<file path="config.mk">
export PLATFORM = sky130hd
export DESIGN_NAME = uart_rx
export DESIGN_NICKNAME = d
export VERILOG_FILES = /design/src/rtl/uart_pkg.sv /design/src/rtl/uart_rx_sampler.sv /design/src/rtl/uart_rx.sv
export SDC_FILE = /design/constraint.sdc
export NUM_CORES = 1
export LEC_CHECK = 0
export ABC_CLOCK_PERIOD_IN_PS = 6800
export BUFFER_PORTS_ARGS = -buffer_cell sky130_fd_sc_hd__buf_4
export CAP_MARGIN = 40
export CORE_MARGIN = 8
export CORE_UTILIZATION = 40
export DETAILED_ROUTE_END_ITERATION = 10
export PLACE_DENSITY = 0.58
export SETUP_SLACK_MARGIN = 0.05
export SYNTH_ARGS = -nofsm -noshare
export SYNTH_HDL_FRONTEND = slang
export SYNTH_HIERARCHICAL = 1
export SYNTH_SLANG_ARGS = --single-unit
</file>
<file path="constraint.sdc">
create_clock -name CLK -period 6.8 [get_ports CLK]
set_input_delay 1.36 -clock CLK [delete_from_list [all_inputs] [get_ports CLK]]
set_output_delay 1.36 -clock CLK [all_outputs]
set_load 0.02 [all_outputs]
</file>
<file path="src/rtl/uart_pkg.sv">
`default_nettype none
// ============================================================================
// Module      : uart_pkg
// Description : Shared definitions for the UART receiver: FSM state encoding,
//               legal oversampling ratios and a prescale legality helper.
//               The PARITY state only exists when UART_RX_PARITY_EN is
//               defined.
// Revision    : 1.0 - initial release
// ============================================================================
package uart_pkg;

   typedef enum logic [2:0] {
      ST_IDLE   = 3'd0,
      ST_START  = 3'd1,
      ST_DATA   = 3'd2,
`ifdef UART_RX_PARITY_EN
      ST_PARITY = 3'd3,
`endif
      ST_STOP   = 3'd4
   } rx_state_e;

   localparam logic [5:0] c_prescale_8  = 6'd8;
   localparam logic [5:0] c_prescale_16 = 6'd16;
   localparam logic [5:0] c_prescale_32 = 6'd32;

   function automatic logic prescale_legal(input logic [5:0] p);
      return (p == c_prescale_8) || (p == c_prescale_16) || (p == c_prescale_32);
   endfunction

endpackage
`default_nettype wire

</file>
<file path="src/rtl/uart_rx_sampler.sv">
`default_nettype none
// ============================================================================
// Module      : uart_rx_sampler
// Description : Per-bit edge counter, per-state bit index counter and 2-of-3
//               majority-vote sampler for the UART receiver.
// Ports       : clk, rst_n      - clock, asynchronous active-low reset
//               i_rx           - serial line
//               i_prescale     - latched oversampling ratio
//               i_load         - frame start: current edge is count 0
//               i_run          - a bit period is being timed
//               i_bit_clr      - clear the bit index (FSM state change)
//               o_bit_end      - current edge is the last edge of a bit
//               o_bit_val      - majority-voted value of the current bit
//               o_bit_idx      - index of the current bit within its state
// Revision    : 1.0 - initial release
// ============================================================================
module uart_rx_sampler #(
   parameter int DATA_WIDTH = 8,
   parameter int IDX_W      = $clog2(DATA_WIDTH + 1)
) (
   input  logic             clk,
   input  logic             rst_n,
   input  logic             i_rx,
   input  logic [5:0]       i_prescale,
   input  logic             i_load,
   input  logic             i_run,
   input  logic             i_bit_clr,
   output logic             o_bit_end,
   output logic             o_bit_val,
   output logic [IDX_W-1:0] o_bit_idx
);

   logic [5:0]       edge_cnt_q, edge_cnt_d;
   logic [2:0]       vote_q, vote_d;
   logic [IDX_W-1:0] bit_idx_q, bit_idx_d;
   logic [5:0]       w_half;
   logic             w_last;
   logic             w_sample;

   assign w_half   = {1'b0, i_prescale[5:1]};
   // With an illegal prescale of 0 the wrap value is 63, which the 6-bit
   // counter still reaches, so a frame always terminates.
   assign w_last   = (edge_cnt_q == (i_prescale - 6'd1));
   assign w_sample = (edge_cnt_q == (w_half - 6'd1)) ||
                     (edge_cnt_q == w_half) ||
                     (edge_cnt_q == (w_half + 6'd1));

   always_comb begin
      edge_cnt_d = edge_cnt_q;
      vote_d     = vote_q;
      bit_idx_d  = bit_idx_q;

      // The edge that detected the falling start edge is count 0, so the
      // first timed edge of the start bit is count 1.
      if (i_load) begin
         edge_cnt_d = 6'd1;
      end else if (!i_run || w_last) begin
         edge_cnt_d = '0;
      end else begin
         edge_cnt_d = edge_cnt_q + 6'd1;
      end

      if (i_run && w_sample) begin
         vote_d = {vote_q[1:0], i_rx};
      end

      if (i_bit_clr) begin
         bit_idx_d = '0;
      end else if (i_run && w_last) begin
         bit_idx_d = bit_idx_q + 1'b1;
      end
   end

   always_ff @(posedge clk or negedge rst_n) begin
      if (!rst_n) begin
         edge_cnt_q <= '0;
         vote_q     <= '0;
         bit_idx_q  <= '0;
      end else begin
         edge_cnt_q <= edge_cnt_d;
         vote_q     <= vote_d;
         bit_idx_q  <= bit_idx_d;
      end
   end

   assign o_bit_end = i_run && w_last;
   assign o_bit_val = (vote_q[0] & vote_q[1]) | (vote_q[0] & vote_q[2]) |
                      (vote_q[1] & vote_q[2]);
   assign o_bit_idx = bit_idx_q;

endmodule
`default_nettype wire

</file>
<file path="src/rtl/uart_rx.sv">
`default_nettype none
// ============================================================================
// Module      : uart_rx
// Description : Oversampling UART receiver. FSM, data shifter, parity and
//               stop checks; bit timing and voting live in uart_rx_sampler.
//               Optional parity support: define UART_RX_PARITY_EN.
//               RX_IN is expected to be synchronous to CLK.
// Ports       : CLK        - oversampling clock (PRESCALE x bit rate)
//               RST        - asynchronous active-low reset
//               RX_IN      - serial line, idle high
//               PRESCALE   - oversampling ratio (8, 16, 32)
//               PAR_EN     - frame carries a parity bit
//               PAR_TYP    - 0 even, 1 odd parity
//               P_DATA     - received data, updated with Data_Valid
//               Data_Valid - one-cycle pulse, good frame received
//               Par_Err    - one-cycle pulse, parity mismatch
//               Stp_Err    - one-cycle pulse, stop bit sampled low
// Revision    : 1.0 - initial release
// ============================================================================
module uart_rx #(
   parameter int DATA_WIDTH = 8
) (
   input  logic                  CLK,
   input  logic                  RST,
   input  logic                  RX_IN,
   input  logic [5:0]            PRESCALE,
   input  logic                  PAR_EN,
   input  logic                  PAR_TYP,
   output logic [DATA_WIDTH-1:0] P_DATA,
   output logic                  Data_Valid,
   output logic                  Par_Err,
   output logic                  Stp_Err
);
   import uart_pkg::*;

   localparam int IDX_W = $clog2(DATA_WIDTH + 1);

   rx_state_e             state_q, state_d;
   logic [5:0]            prescale_q, prescale_d;
   logic [DATA_WIDTH-1:0] shift_q, shift_d;
   logic [DATA_WIDTH-1:0] p_data_q, p_data_d;
   logic                  data_valid_q, data_valid_d;
   logic                  stp_err_q, stp_err_d;
   logic                  stop_done_q, stop_done_d;
   logic                  w_load, w_run, w_bit_clr;
   logic                  w_bit_end, w_bit_val, w_frame_ok;
   logic [IDX_W-1:0]      w_bit_idx;

`ifdef UART_RX_PARITY_EN
   logic par_en_q, par_en_d;
   logic par_typ_q, par_typ_d;
   logic par_err_q, par_err_d;
   logic par_bad_q, par_bad_d;
   assign w_frame_ok = !par_bad_q;
`else
   logic unused_par_cfg;
   assign unused_par_cfg = PAR_EN ^ PAR_TYP;
   assign w_frame_ok     = 1'b1;
`endif

   // STOP with stop_done_q set is the one-cycle look-ahead after the stop
   // bit; no bit is being timed there.
   assign w_run     = (state_q != ST_IDLE) && !stop_done_q;
   assign w_bit_clr = (state_d != state_q);

   uart_rx_sampler #(
      .DATA_WIDTH (DATA_WIDTH),
      .IDX_W      (IDX_W)
   ) u_sampler (
      .clk        (CLK),
      .rst_n      (RST),
      .i_rx       (RX_IN),
      .i_prescale (prescale_q),
      .i_load     (w_load),
      .i_run      (w_run),
      .i_bit_clr  (w_bit_clr),
      .o_bit_end  (w_bit_end),
      .o_bit_val  (w_bit_val),
      .o_bit_idx  (w_bit_idx)
   );

   always_comb begin
      state_d      = state_q;
      prescale_d   = prescale_q;
      shift_d      = shift_q;
      p_data_d     = p_data_q;
      data_valid_d = 1'b0;
      stp_err_d    = 1'b0;
      stop_done_d  = stop_done_q;
      w_load       = 1'b0;
`ifdef UART_RX_PARITY_EN
      par_en_d     = par_en_q;
      par_typ_d    = par_typ_q;
      par_err_d    = 1'b0;
      par_bad_d    = par_bad_q;
`endif

      // A start bit is seen either from IDLE or right after a stop bit.
      if ((state_q == ST_IDLE || (state_q == ST_STOP && stop_done_q)) && !RX_IN) begin
         state_d     = ST_START;
         w_load      = 1'b1;
         stop_done_d = 1'b0;
         // Illegal ratios fall back to 16 so the receiver can never stall.
         prescale_d  = prescale_legal(PRESCALE) ? PRESCALE : c_prescale_16;
`ifdef UART_RX_PARITY_EN
         par_en_d    = PAR_EN;
         par_typ_d   = PAR_TYP;
         par_bad_d   = 1'b0;
`endif
      end else begin
         case (state_q)
            ST_IDLE: ;
            ST_START: begin
               if (w_bit_end) begin
                  state_d = w_bit_val ? ST_IDLE : ST_DATA;
               end
            end
            ST_DATA: begin
               if (w_bit_end) begin
                  shift_d = {w_bit_val, shift_q[DATA_WIDTH-1:1]};
                  if (w_bit_idx == IDX_W'(DATA_WIDTH - 1)) begin
`ifdef UART_RX_PARITY_EN
                     state_d = par_en_q ? ST_PARITY : ST_STOP;
`else
                     state_d = ST_STOP;
`endif
                  end
               end
            end
`ifdef UART_RX_PARITY_EN
            ST_PARITY: begin
               if (w_bit_end) begin
                  state_d = ST_STOP;
                  if (w_bit_val != ((^shift_q) ^ par_typ_q)) begin
                     par_err_d = 1'b1;
                     par_bad_d = 1'b1;
                  end
               end
            end
`endif
            ST_STOP: begin
               if (stop_done_q) begin
                  state_d     = ST_IDLE;
                  stop_done_d = 1'b0;
               end else if (w_bit_end) begin
                  stop_done_d = 1'b1;
                  if (!w_bit_val) begin
                     stp_err_d = 1'b1;
                  end else if (w_frame_ok) begin
                     data_valid_d = 1'b1;
                     p_data_d     = shift_q;
                  end
               end
            end
            default: state_d = ST_IDLE;
         endcase
      end
   end

   always_ff @(posedge CLK or negedge RST) begin
      if (!RST) begin
         state_q      <= ST_IDLE;
         prescale_q   <= c_prescale_16;
         shift_q      <= '0;
         p_data_q     <= '0;
         data_valid_q <= 1'b0;
         stp_err_q    <= 1'b0;
         stop_done_q  <= 1'b0;
`ifdef UART_RX_PARITY_EN
         par_en_q     <= 1'b0;
         par_typ_q    <= 1'b0;
         par_err_q    <= 1'b0;
         par_bad_q    <= 1'b0;
`endif
      end else begin
         state_q      <= state_d;
         prescale_q   <= prescale_d;
         shift_q      <= shift_d;
         p_data_q     <= p_data_d;
         data_valid_q <= data_valid_d;
         stp_err_q    <= stp_err_d;
         stop_done_q  <= stop_done_d;
`ifdef UART_RX_PARITY_EN
         par_en_q     <= par_en_d;
         par_typ_q    <= par_typ_d;
         par_err_q    <= par_err_d;
         par_bad_q    <= par_bad_d;
`endif
      end
   end

   assign P_DATA     = p_data_q;
   assign Data_Valid = data_valid_q;
   assign Stp_Err    = stp_err_q;
`ifdef UART_RX_PARITY_EN
   assign Par_Err    = par_err_q;
`else
   assign Par_Err    = 1'b0;
`endif

endmodule
`default_nettype wire
</file>
-- After elaboration in Yosys (flattened, before gate mapping)
Cells that the tools add are included.
- $add $sub $neg: 5
- eq/ne operators: 12
- muxes and demuxes: 27
- bitwise logic cells: 7
- reduce and logical (&&, ||, !) cells: 20
- operator list (cell ; count):
    $eq 6x6->1 ; 3
    $mux 6 ; 3
    $mux 1 ; 15
    $mux 3 ; 5
    $pmux 3 s4 ; 1
    $mux 4 ; 2
    $add 5x1->6 const B ; 1
    $add 6x1->6 const B ; 1
    $eq 6x4->1 const B ; 1
    $eq 6x5->1 ; 1
    $eq 6x5->1 const B ; 1
    $eq 6x6->1 const B ; 1
    $logic_or 1x1->1 ; 6
    $sub 5x1->6 const B ; 1
    $sub 6x1->6 const B ; 1
    $logic_and 1x1->1 ; 5
    $reduce_and 5->1 ; 1
    $add 4x1->4 const B ; 1
    $eq 4x3->1 const B ; 1
    $reduce_bool 2->1 ; 2
    $and 1x1->1 ; 3
    $eq 3x1->1 const B ; 1
    $eq 3x2->1 const B ; 1
    $eq 3x3->1 const B ; 1
    8 further kinds ; 12
- flip-flop bits (word level): 41
- bits of input ports: 11
- word-level logic and storage cells: 81

-- Depth between registers and ports, before layout
Gate-level depths: netlist (run 1).
- word-level depth: 9
- depth in mapped cells: 14
- mapped depth without buffers: 13

-- Cells and area by module
Netlist (run 1), hierarchy kept.
- modules (own cells, without submodules) (module ; times used ; cells an instance ; area an instance (um2) ; seq. area each (um2)):
    uart_rx ; 1 ; 94 ; 1227.4 ; 701.9
    uart_rx_sampler ; 1 ; 122 ; 1102.3 ; 325.3

-- Worst setup path after synthesis (run 1)
No wires, ideal clock.
- path kind: flip-flop to flip-flop
- start point: register prescale_q[2]
- end point: register u_sampler.bit_idx_q[2], in the netlist u_sampler/o_bit_idx[2]
- setup time: 120 ps
- arrival: 3036 ps
- path slack: 3644 ps
- stages on the path, launching flop included: 15
- buffers on the path: 1
- clock period less this slack: 3156 ps
- path through: dfrtp_1 -> clkbuf_1 -> inv_1 -> ha_1 -> a21boi_0 -> xnor2_1 -> nand3_1 -> nor4_4 -> nor2b_1 -> o22a_2 -> o22ai_1 -> o211ai_1 -> nand2b_1 -> a21oi_1 -> a31o_2
- cells in the longest elaborated chain, start to end: 8
- elaborated cells between the ends (all ways): 10
- ends and longest elaborated chain (element ; line ; RTL):
    from (decl) ; uart_rx.sv:39 ; logic [5:0] prescale_q, prescale_d;
    from (signal assigned) ; uart_rx.sv:163 ; prescale_q <= c_prescale_16;
    from (signal assigned) ; uart_rx.sv:177 ; prescale_q <= prescale_d;
    $sub 6x1->6 * ; uart_rx_sampler.sv:43 ; assign w_last = (edge_cnt_q == (i_prescale - 6'd1));
    $eq 6x6->1 * ; uart_rx_sampler.sv:43 ;
    $logic_and 1x1->1 * ; uart_rx_sampler.sv:86 ; assign o_bit_end = i_run && w_last;
    net w_bit_end ; uart_rx.sv:46 ; logic w_bit_end, w_bit_val, w_frame_ok;
    $mux 3 (on tied branches) ; uart_rx.sv:119, uart_rx.sv:114 ;
    $pmux 3 s4 * ; uart_rx.sv:111 ; case (state_q)
    $mux 3 * ; uart_rx.sv:99 ; if ((state_q == ST_IDLE || (state_q == ST_STOP && stop_done_q)) && !RX_IN) begin
    $ne 3x3->1 * ; uart_rx.sv:64 ; assign w_bit_clr = (state_d != state_q);
    net w_bit_clr ; uart_rx.sv:45 ; logic w_load, w_run, w_bit_clr;
    $mux 4 / $reduce_bool 2->1 (equally long branches) ; n/a ;
    to (signal assigned) ; uart_rx_sampler.sv:82 ; bit_idx_q <= bit_idx_d;
    to (decl) ; uart_rx_sampler.sv:35 ; logic [IDX_W-1:0] bit_idx_q, bit_idx_d;
Mark *: on every way through the listed nets, which the timed path passes. The rest lies on a longest branch.
A chain may end at the register's enable or synchronous reset.

-- Final worst setup path (run 1)
Ends and elaborated chain as after synthesis.

==> results of run 1 <==
## power by group
part,internal (mW),switching (mW),leakage (nW)
Clock,0.146,0.0801,0.0681
Sequential,0.279,0.0660,0.552
Combinational,0.110,0.130,0.578
## per-stage QoR
stage	cells	worst slack [ns]	power (mW)
after global placement	295	3.18	0.587
final	303	3.21	0.811
after floorplan	216	3.64	0.549
after detailed placement	295	3.24	0.590
after CTS	303	3.21	0.825
after global routing	303	2.89	0.869
## sequential cells by signal (all words and copies together) (netlist names)
register,count
Stp_Err,1
u_sampler/o_bit_idx,4
stop_done_q,1
prescale_q,6
u_sampler/edge_cnt_q,6
u_sampler/vote_q,3
Data_Valid,1
P_DATA,8
shift_q,8
state_q,3
## final timing paths
path	from	to	slack, ns
min in group asynchronous	RST	u_sampler/o_bit_idx[3]	1.04
hold reg to reg	P_DATA[1]	P_DATA[1]	0.51
setup reg to reg	prescale_q[2]	u_sampler/o_bit_idx[2]	3.21
max in group asynchronous	RST	prescale_q[4]	5.39
hold / removal	P_DATA[1]	P_DATA[1]	0.51
setup / recovery	prescale_q[2]	u_sampler/o_bit_idx[2]	3.21
## cells by family after synthesis
| family | share of synthesized area, % |
|---|---|
| xor+xnor | 9.40 |
| buf+inv | 5.85 |
| flops | 44.1 |
| fa+ha+maj | 3.65 |
| other cells | 0.161 |
| simple gates | 19.2 |
| mux | 9.61 |
| compound gates | 8.06 |
## synth_stat cells, types with 3 or more instances
| library cell | count | share of area [%] |
|---|---|---|
| nor2_1 | 17 | 2.7 |
| a31oi_1 | 3 | 0.81 |
| o211ai_1 | 4 | 1.3 |
| nor3_1 | 4 | 0.86 |
| mux2_2 | 16 | 7.7 |
| xnor2_1 | 12 | 4.5 |
| buf_4 | 4 | 1.3 |
| ha_1 | 6 | 3.2 |
| nor2b_1 | 5 | 1.3 |
| nand2_1 | 10 | 1.6 |
| o21ai_0 | 5 | 1.1 |
| xor2_1 | 13 | 4.9 |
| dfrtp_1 | 40 | 43 |
| nand3_1 | 11 | 2.4 |
| a21oi_1 | 4 | 0.86 |
| mux2_1 | 3 | 1.4 |
| inv_1 | 13 | 2.1 |
| nand2b_1 | 3 | 0.81 |
## final cells by class
class                   count  area [µm²]
clock inverters             3        65.1
repair buffers             18         135
clock buffers               5        68.8
flip-flops and latches     41        1030
fillers                   527        2970
inverters                  13        48.8
multi-input cells         151        1170
well taps                  72        90.1
## worst register-to-register path, stage by stage (launching register included)
cell      delay, ns
dfrtp_1        0.49
inv_1          0.15
ha_1           0.25
a21boi_0       0.35
xnor2_1        0.16
nand3_1        0.15
nor4_4         0.72
nor2b_1        0.30
o22a_2         0.18
o22ai_1        0.07
o211ai_1       0.22
nand2b_1       0.17
a21oi_1        0.04
a31o_2         0.24
## metal layers
layer  global-route usage (%)  up-vias
met2                     17.1       21
met1                     13.3      743
met4                     3.22        0
met3                     2.66        2
met5                        0        -
li1                         -      776
==> metrics.md, run 1 <==
| Metric | Value |
|---|---|
| WL/cell | `13.9 µm` |
| Share of layout cells above drive strength 1 | `24.7%` |
| Root buffer cell | `clkbuf_8` |
| Yosys cell types | `54` |
| Met2 routed WL | `1990 µm` |
| CP Cell Sequence | `inv_1 > ha_1 > a21boi_0 > xnor2_1 > nand3_1 > nor4_4 > nor2b_1 > o22a_2 > o22ai_1 > o211ai_1 > nand2b_1 > a21oi_1 > a31o_2` |
| Crit share post-route | `52.9%` |
| Post-route ant nets | `0` |
| Peak Freq | `278 MHz` |
| Area grow syn2layout | `11.7%` |
| RSZ-0062 raised after global routing | `false` |
| Vias per cell | `5.09` |
| Post-synth EDFFs | `0` |
| Antenna violations before repair | `0` |
| Clock transition at path regs | `0.08 ns` |
| Nets | `247` |
| Port buffer count | `18` |
| Reg2reg path depth | `13` |
| Register area share after synthesis | `44.1%` |
| Crit path largest cell delay | `0.72 ns` |
| Post-CTS Setup Inserts | `0` |
| CP top delay family | `simple AND/OR/NAND/NOR gates` |
| Post-DP HPWL | `3070 µm` |
| DRC marker count from the first detailed-route iteration | `49` |
| CP Launch Type | `flip-flop` |
| Highest routed layer | `met4` |
| Final GP Congestion | `0.781` |
| Clock skew | `0.00387 ns` |
| Setup TNS | `0 ns` |
| Hold_ws | `0.509 ns` |
| Post-Syn Instances | `216` |
| Design Area, Final | `2600 µm²` |
| Die height | `92.3 µm` |
| Hold Path Depth | `1` |
| Cell Rows | `27` |
| Final Max Slew Viols | `0` |
| #FFs+latches synth | `41` |
| Most frequent cells in the layout | `dfrtp_1 (40), buf_4 (18), nor2_1 (17), mux2_2 (16)` |
| CP max FO | `12` |
| VDD IR-drop max | `0.167 mV` |
| Least-Margin Pin Slew | `0.776 ns` |
| Buf/Inv on CP | `1` |
| Top FF cell, synth | `dfrtp_1` |
| Diodes inserted | `0` |
| Placed instance area | `2470 µm²` |
| Ys async rst share | `100%` |
| Net Count, Synth | `233` |
| Leakage | `1.20 nW` |
| First-pass GRT wire length | `7460 µm` |
| Cts hold-fix bufs | `0` |
| Commonest non-fill, non-tap cell in the layout | `dfrtp_1` |
| Drt total wl | `4210 µm` |
| Min Tclk post-route | `3.59 ns` |
| Total grt overflow | `0` |
| Starting Density | `41.8%` |
| Pre-antenna DRT Iters | `4` |
| Num CTS Buffers | `5` |
| Met1 WL | `2040 µm` |
| H-tree Lvls | `2` |
| Critical path class | `reg -> reg` |
| # setup viols final | `0` |
| Later-pin clock latency in the skew report | `0.28 ns` |
| Routed via count | `1542` |
| Full die area | `8520 µm²` |
| CTS tree | `yes` |
| IO Pins | `22` |
| Overall die width | `92.3 µm` |
| Avg Inst Size Synth | `10.8 µm²` |
| Vias in the first global route | `1601` |
| Arrival @ worst endpoint | `3.77 ns` |
| Post-Syn Area | `2330 µm²` |
| Core footprint | `5570 µm²` |
| Met3 Wirelength | `158 µm` |
| Clk sinks | `41` |
| CP endpoint kind | `flip-flop` |
| PwrDens | `312 nW/µm²` |
| CP Data Required Time | `6.98 ns` |
| Slew margin rel. | `47.9%` |
| Fin. Hold Viols | `0` |
| Clk buf depth | `2` |
| Cell count along the critical path | `13` |
| Cts repair resizes | `0` |
| DRC viols | `0` |
| Slowest cell on crit path | `nor4_4` |
| Max-cap violations | `0` |
| Utilization after layout | `46.7%` |
| Status | `completed` |
| Gr usage total | `10.5%` |
| Tightest Hold Check Type | `reg -> reg` |
| Largest net degree at the start of global routing | `42` |
| YS warnings | `6` |
(Power assumes the default switching activity.)
==> run 2: changes to the inputs <==
--- a/config.mk
+++ b/config.mk
@@ -5,7 +5,7 @@
 export SDC_FILE = /design/constraint.sdc
 export NUM_CORES = 1
 export LEC_CHECK = 0
-export ABC_CLOCK_PERIOD_IN_PS = 6800
+export ABC_CLOCK_PERIOD_IN_PS = 3600
 export BUFFER_PORTS_ARGS = -buffer_cell sky130_fd_sc_hd__buf_4
 export CAP_MARGIN = 40
 export CORE_MARGIN = 8
==> constraint.sdc (replaced) <==
create_clock -name CLK -period 3.6 [get_ports CLK]
set_input_delay 0.72 -clock CLK [delete_from_list [all_inputs] [get_ports CLK]]
set_output_delay 0.72 -clock CLK [all_outputs]
set_load 0.02 [all_outputs]
==> metrics.md, run 2 (same netlist as run 1, synthesis figures left out) <==
| Metric | Value |
|---|---|
| IO Pins | `22 (unchanged)` |
| DRC marker count from the first detailed-route iteration | `98 (+100%)` |
| Clk sinks | `41 (unchanged)` |
| Placed instance area | `2480 µm² (+0.61%)` |
| Post-route ant nets | `0 (unchanged)` |
| Status | `completed` |
| Clock transition at path regs | `0.08 ns (about the same)` |
| Pre-antenna DRT Iters | `4 (unchanged)` |
| Min Tclk post-route | `3.17 ns (-0.419 ns)` |
| Commonest non-fill, non-tap cell in the layout | `dfrtp_1` |
| Post-CTS Setup Inserts | `0 (unchanged)` |
| Port buffer count | `18 (unchanged)` |
| Buf/Inv on CP | `2 (+1)` |
| Nets | `249 (+0.81%)` |
| PwrDens | `587 nW/µm² (+88%)` |
| Flop pwr share | `42.3% (-0.3 points)` |
| Total power | `1.54 mW (+89%)` |
| Worst setup path startpoint | `prescale_q[1]` |
| Crit share post-route | `88.2% (+35 points)` |
| CP top delay family | `compound AO/OA/AOI/OAI gates` |
| Share of layout cells above drive strength 1 | `25.3% (+0.65 points)` |
| Cts hold-fix bufs | `0 (unchanged)` |
| Routed via count | `1553 (+0.71%)` |
| CP Launch Type | `flip-flop` |
| Pint | `1.01 mW (+89%)` |
| Clock skew | `0.00396 ns (+0.0000847 ns)` |
| Worst R2R End | `u_sampler/o_bit_idx[2]` |
| Antenna violations before repair | `0 (unchanged)` |
| Design Area, Final | `2620 µm² (+0.58%)` |
| Final WS setup | `0.425 ns (-2.78 ns)` |
| Starting Density | `41.8% (unchanged)` |
| Full die area | `8520 µm² (unchanged)` |
| Leakage | `1.21 nW (+0.91%)` |
| H-tree Lvls | `2 (unchanged)` |
| Area grow syn2layout | `12.3%` |
| Combinational power share | `29.4% (-0.2 points)` |
| Largest net degree at the start of global routing | `42 (unchanged)` |
| CP max FO | `11 (-1)` |
| Cts repair resizes | `0 (unchanged)` |
| CP endpoint kind | `flip-flop` |
| Setup TNS | `0 ns (unchanged)` |
| Reg2reg path depth | `12 (-1)` |
| CP Data Required Time | `3.78 ns (-3.20 ns)` |
| Max-cap violations | `0 (unchanged)` |
| Post-DP HPWL | `2980 µm (-2.9%)` |
| Cell Rows | `27 (unchanged)` |
| Critical path class | `reg -> reg` |
| Diodes inserted | `0 (unchanged)` |
| Vias in the first global route | `1506 (-5.9%)` |
| DP Worst Slack | `0.444 ns (-2.79 ns)` |
| Root buffer cell | `clkbuf_8` |
| Clock power share | `28.3% (+0.4 points)` |
| Total grt overflow | `0 (unchanged)` |
| Crit path largest cell delay | `0.46 ns (-0.26 ns)` |
| Overall die width | `92.3 µm (unchanged)` |
| Tightest Hold Check Type | `in -> async` |
| Gr usage total | `10.3% (-0.22 points)` |
| Later-pin clock latency in the skew report | `0.29 ns (about the same)` |
| Slew margin rel. | `59.2% (+11 points)` |
| Clk buf depth | `2 (unchanged)` |
| Vias per cell | `5.09 (about the same)` |
| Switch share | `34.2% (+0.14 points)` |
| Core footprint | `5570 µm² (unchanged)` |
| RSZ-0062 raised after global routing | `false` |
| Reg2reg start | `prescale_q[1]` |
| Least-Margin Pin Slew | `0.607 ns (-0.169 ns)` |
| Fin. Hold Viols | `0 (unchanged)` |
| Register-to-register setup slack | `0.43 ns (-2.78 ns)` |
| Cell count along the critical path | `12 (-1)` |
| Drt total wl | `4190 µm (-0.45%)` |
| CP Cell Sequence | `inv_1 > ha_1 > a21boi_0 > xnor2_1 > nand3_1 > nor4_4 > buf_4 > nand4_1 > o211ai_1 > nand2b_1 > a21oi_1 > a31o_2` |
| Crit path capture | `u_sampler/o_bit_idx[2]` |
| Num CTS Buffers | `5 (unchanged)` |
| # setup viols final | `0 (unchanged)` |
| CTS tree | `yes` |
| Post-route insts no fill | `305 (+0.66%)` |
| Peak Freq | `315 MHz (+13%)` |
| Most frequent cells in the layout | `dfrtp_1 (40), buf_4 (20), nor2_1 (17), mux2_2 (16)` |
| Dpl cells | `297 (+0.68%)` |
| Arrival @ worst endpoint | `3.36 ns (-0.41 ns)` |
| Final Max Slew Viols | `0 (unchanged)` |
| NetSw | `0.525 mW (+90%)` |
| WL/cell | `13.7 µm (-1.1%)` |
| Final GP Congestion | `0.795 (+1.8%)` |
| First-pass GRT wire length | `7240 µm (-2.9%)` |
| DRC viols | `0 (unchanged)` |
| VDD IR-drop max | `0.296 mV (+77%)` |
| Die height | `92.3 µm (unchanged)` |
| Slowest cell on crit path | `dfrtp_1` |
==> run 2: cell types whose count changed in the layout (fill, tap and decap cells not counted), sizes merged <==
cell	before	now
buf	18	20
==> run 2: cell type report <==
class	instances	area [µm²]
clock buffers	5	68.8
multi-input cells	151	1170
repair buffers	20	150
clock inverters	3	65.1
inverters	13	48.8
well taps	72	90.1
flip-flops and latches	41	1030
fillers	539	2960
==> run 2: metrics by stage <==
stage	hold WS, ns	util (%)
2_1_floorplan	0.424	-
3_3_place_gp	0.488	44.5
3_5_place_dp	0.494	44.5
4_1_cts	0.410	46.9
5_1_grt	0.437	46.9
6_report	0.394	46.9
==> run 2: power by group through the flow <==
stage	sequential [mW]	combinational (mW)	clock (mW)
2_1_floorplan	0.588	0.449	0
3_3_place_gp	0.658	0.452	0
3_5_place_dp	0.659	0.455	0
4_1_cts	0.651	0.457	0.448
5_1_grt	0.669	0.509	0.464
6_report	0.651	0.451	0.435
==> run 2: worst min-delay path by stage <==
stage | end | slack [ns] | depth (start not counted)
after global routing | u_sampler/o_bit_idx[3] | 0.44 | 1
final | state_q[2] | 0.39 | 1
after detailed placement | u_sampler/vote_q[2] | 0.49 | 1
after global placement | u_sampler/vote_q[2] | 0.49 | 1
after CTS | state_q[2] | 0.41 | 1
after floorplan | Data_Valid | 0.42 | 0
==> run 2: routing by layer <==
| metal | up-vias | global-route usage (%) | share of wire (%) |
|---|---|---|---|
| li1 | 783 | - | - |
| met1 | 745 | 13.5 | 51 |
| met2 | 20 | 15.9 | 45 |
| met3 | 5 | 2.58 | 3.1 |
| met4 | 0 | 3.62 | 1.3 |
| met5 | - | 0 | 0 |
==> run 3: changes to the inputs <==
--- a/config.mk
+++ b/config.mk
@@ -8,6 +8,7 @@
 export ABC_CLOCK_PERIOD_IN_PS = 3600
 export BUFFER_PORTS_ARGS = -buffer_cell sky130_fd_sc_hd__buf_4
 export CAP_MARGIN = 40
+export CORE_ASPECT_RATIO = 1.2
 export CORE_MARGIN = 8
 export CORE_UTILIZATION = 40
 export DETAILED_ROUTE_END_ITERATION = 10
==> metrics.md, run 3 (same netlist as run 1, synthesis figures left out) <==
| Metric | Value |
|---|---|
| Status | `completed` |
| WL/cell | `13.7 µm (about the same)` |
| Diodes inserted | `0 (unchanged)` |
| GR peak layer | `met2` |
| Commonest non-fill, non-tap cell in the layout | `dfrtp_1` |
| Reg2reg path depth | `12 (unchanged)` |
| CP max FO | `11 (unchanged)` |
| Drt total wl | `4100 µm (-2.3%)` |
| Critical path class | `reg -> reg` |
| Starting Density | `41.4% (-0.42 points)` |
| Buf/Inv on CP | `2 (unchanged)` |
| Tightest Hold Check Type | `in -> async` |
| RSZ-0062 raised after global routing | `false` |
| Final GP Congestion | `0.759 (-4.5%)` |
| Max-cap violations | `0 (unchanged)` |
| Slowest cell on crit path | `dfrtp_1` |
| Utilization after layout | `46.1% (-0.85 points)` |
| Worst R2R End | `u_sampler/o_bit_idx[2]` |
| Port buffer count | `18 (unchanged)` |
| # setup viols final | `0 (unchanged)` |
| Routed via count | `1550 (-0.19%)` |
| Slew margin rel. | `61.3% (+2.1 points)` |
| Grt met3 use | `2.97% (+0.39 points)` |
| Crit share post-route | `85.8% (-2.3 points)` |
| Setup TNS | `0 ns (unchanged)` |
| Gr usage total | `10.8% (+0.56 points)` |
| Final Max Slew Viols | `0 (unchanged)` |
| H-tree Lvls | `2 (unchanged)` |
| Largest net degree at the start of global routing | `42 (unchanged)` |
| CTS tree | `yes` |
| Design Area, Final | `2590 µm² (-0.81%)` |
| Met2 global-route usage | `18.1% (+2.2 points)` |
| Total power | `1.47 mW (-4.0%)` |
| Clock transition at path regs | `0.09 ns (about the same)` |
| Cts hold-fix bufs | `0 (unchanged)` |
| CP Data Required Time | `3.78 ns (about the same)` |
| Post-route insts no fill | `298 (-2.3%)` |
| Share of layout cells above drive strength 1 | `25.6% (+0.32 points)` |
| Num CTS Buffers | `5 (unchanged)` |
| CP Cell Sequence | `inv_1 > ha_1 > a21boi_0 > xnor2_1 > nand3_1 > nor4_4 > buf_4 > nand4_1 > o211ai_1 > nand2b_1 > a21oi_1 > a31o_2` |
| Clk sinks | `41 (unchanged)` |
| Vias in the first global route | `1611 (+7.0%)` |
| Most frequent cells in the layout | `dfrtp_1 (40), buf_4 (21), nor2_1 (17), mux2_2 (16)` |
| Cts repair resizes | `0 (unchanged)` |
| Post-route ant nets | `0 (unchanged)` |
| Fin. Hold Viols | `0 (unchanged)` |
| Antenna violations before repair | `0 (unchanged)` |
| Clk buf depth | `2 (unchanged)` |
| CP top delay family | `compound AO/OA/AOI/OAI gates` |
| Least-Margin Pin Slew | `0.576 ns (-0.0308 ns)` |
| Peak Freq | `324 MHz (+2.7%)` |
| Core footprint | `5630 µm² (+1.0%)` |
| Placed instance area | `2480 µm² (-0.10%)` |
| Min Tclk post-route | `3.09 ns (-0.0845 ns)` |
| CP Launch Type | `flip-flop` |
| Root buffer cell | `clkbuf_8` |
| Post-DP HPWL | `2990 µm (+0.34%)` |
| Dpl cells | `290 (-2.4%)` |
| Area of the multi-input gates | `1170 µm² (unchanged)` |
| Fillcell total | `539 (unchanged)` |
| Die height | `99.6 µm (+7.9%)` |
| Register-to-register setup slack | `0.51 ns (+0.08 ns)` |
| Worst setup path startpoint | `prescale_q[1]` |
| Area grow syn2layout | `11.4%` |
| PwrDens | `568 nW/µm² (-3.2%)` |
| Crit path largest cell delay | `0.46 ns (about the same)` |
| Pre-antenna DRT Iters | `4 (unchanged)` |
| Full die area | `8530 µm² (+0.12%)` |
| Cell Rows | `30 (+11%)` |
| Nets | `250 (+0.40%)` |
| First-pass GRT wire length | `7450 µm (+3.0%)` |
| DRC marker count from the first detailed-route iteration | `43 (-56%)` |
| Later-pin clock latency in the skew report | `0.29 ns (about the same)` |
| Post-CTS Setup Inserts | `0 (unchanged)` |
| Total grt overflow | `0 (unchanged)` |
| Register Area | `1030 µm² (unchanged)` |
| IO Pins | `22 (unchanged)` |
| Overall die width | `85.7 µm (-7.2%)` |
| Reg2reg start | `prescale_q[1]` |
| Clock skew | `0.00919 ns (+0.00523 ns)` |
| CP endpoint kind | `flip-flop` |
| Vias per cell | `5.20 (+2.2%)` |
| DRC viols | `0 (unchanged)` |
| Arrival @ worst endpoint | `3.27 ns (-0.09 ns)` |
| Routing usage on met1 | `13.0% (-0.54 points)` |
| VDD IR-drop max | `0.301 mV (+1.8%)` |
| Leakage | `1.20 nW (-0.69%)` |
## run 3: changes by cell type in the layout (fill, tap and decap cells not counted)
| cell | previous run | this run |
|---|---|---|
| clkinv_4 | 0 | 1 |
| clkinv_2 | 1 | 0 |
| clkinvlp_4 | 0 | 1 |
| buf_4 | 20 | 21 |
| bufinv_16 | 2 | 1 |
## run 3: power breakdown
part	switching, mW	internal (mW)
registers	0.116	0.528
clock network	0.161	0.207
logic	0.250	0.212
## run 3: through the flow
step / setup slack, ns / hold WS, ns
global route: 0.151 / 0.433
global placement: 0.527 / 0.486
floorplan: 0.444 / 0.424
detailed placement: 0.523 / 0.493
CTS: 0.503 / 0.404
finish: 0.510 / 0.389
## run 3: area by class of cell
class                   instances  share of cell area (%)
multi-input cells             151                    44.9
flip-flops and latches         41                    39.6
repair buffers                 21                    6.08
well taps                      64                    3.09
clock buffers                   5                    2.65
inverters                      13                    1.88
clock inverters                 3                    1.78
## run 3: worst max-delay path by stage
stage | cells past startpoint | slack (ns) | end
after floorplan | 14 | 0.44 | u_sampler/o_bit_idx[2]
after global placement | 12 | 0.53 | u_sampler/o_bit_idx[2]
after detailed placement | 12 | 0.52 | u_sampler/o_bit_idx[2]
after CTS | 12 | 0.50 | u_sampler/o_bit_idx[2]
after global routing | 12 | 0.15 | u_sampler/o_bit_idx[2]
final | 12 | 0.51 | u_sampler/o_bit_idx[2]
## run 3: worst reg2reg max path, stage by stage, from the launching register on
cell	delay (ns)
dfrtp_1	0.46
inv_1	0.15
ha_1	0.25
a21boi_0	0.33
xnor2_1	0.16
nand3_1	0.16
nor4_4	0.28
buf_4	0.24
nand4_1	0.16
o211ai_1	0.39
nand2b_1	0.16
a21oi_1	0.04
a31o_2	0.21
## run 3: layer usage
metal,wire (µm),share of wire [%]
met5,0,0
met4,61,1.5
met3,128,3.1
met2,2040,50
met1,1860,45
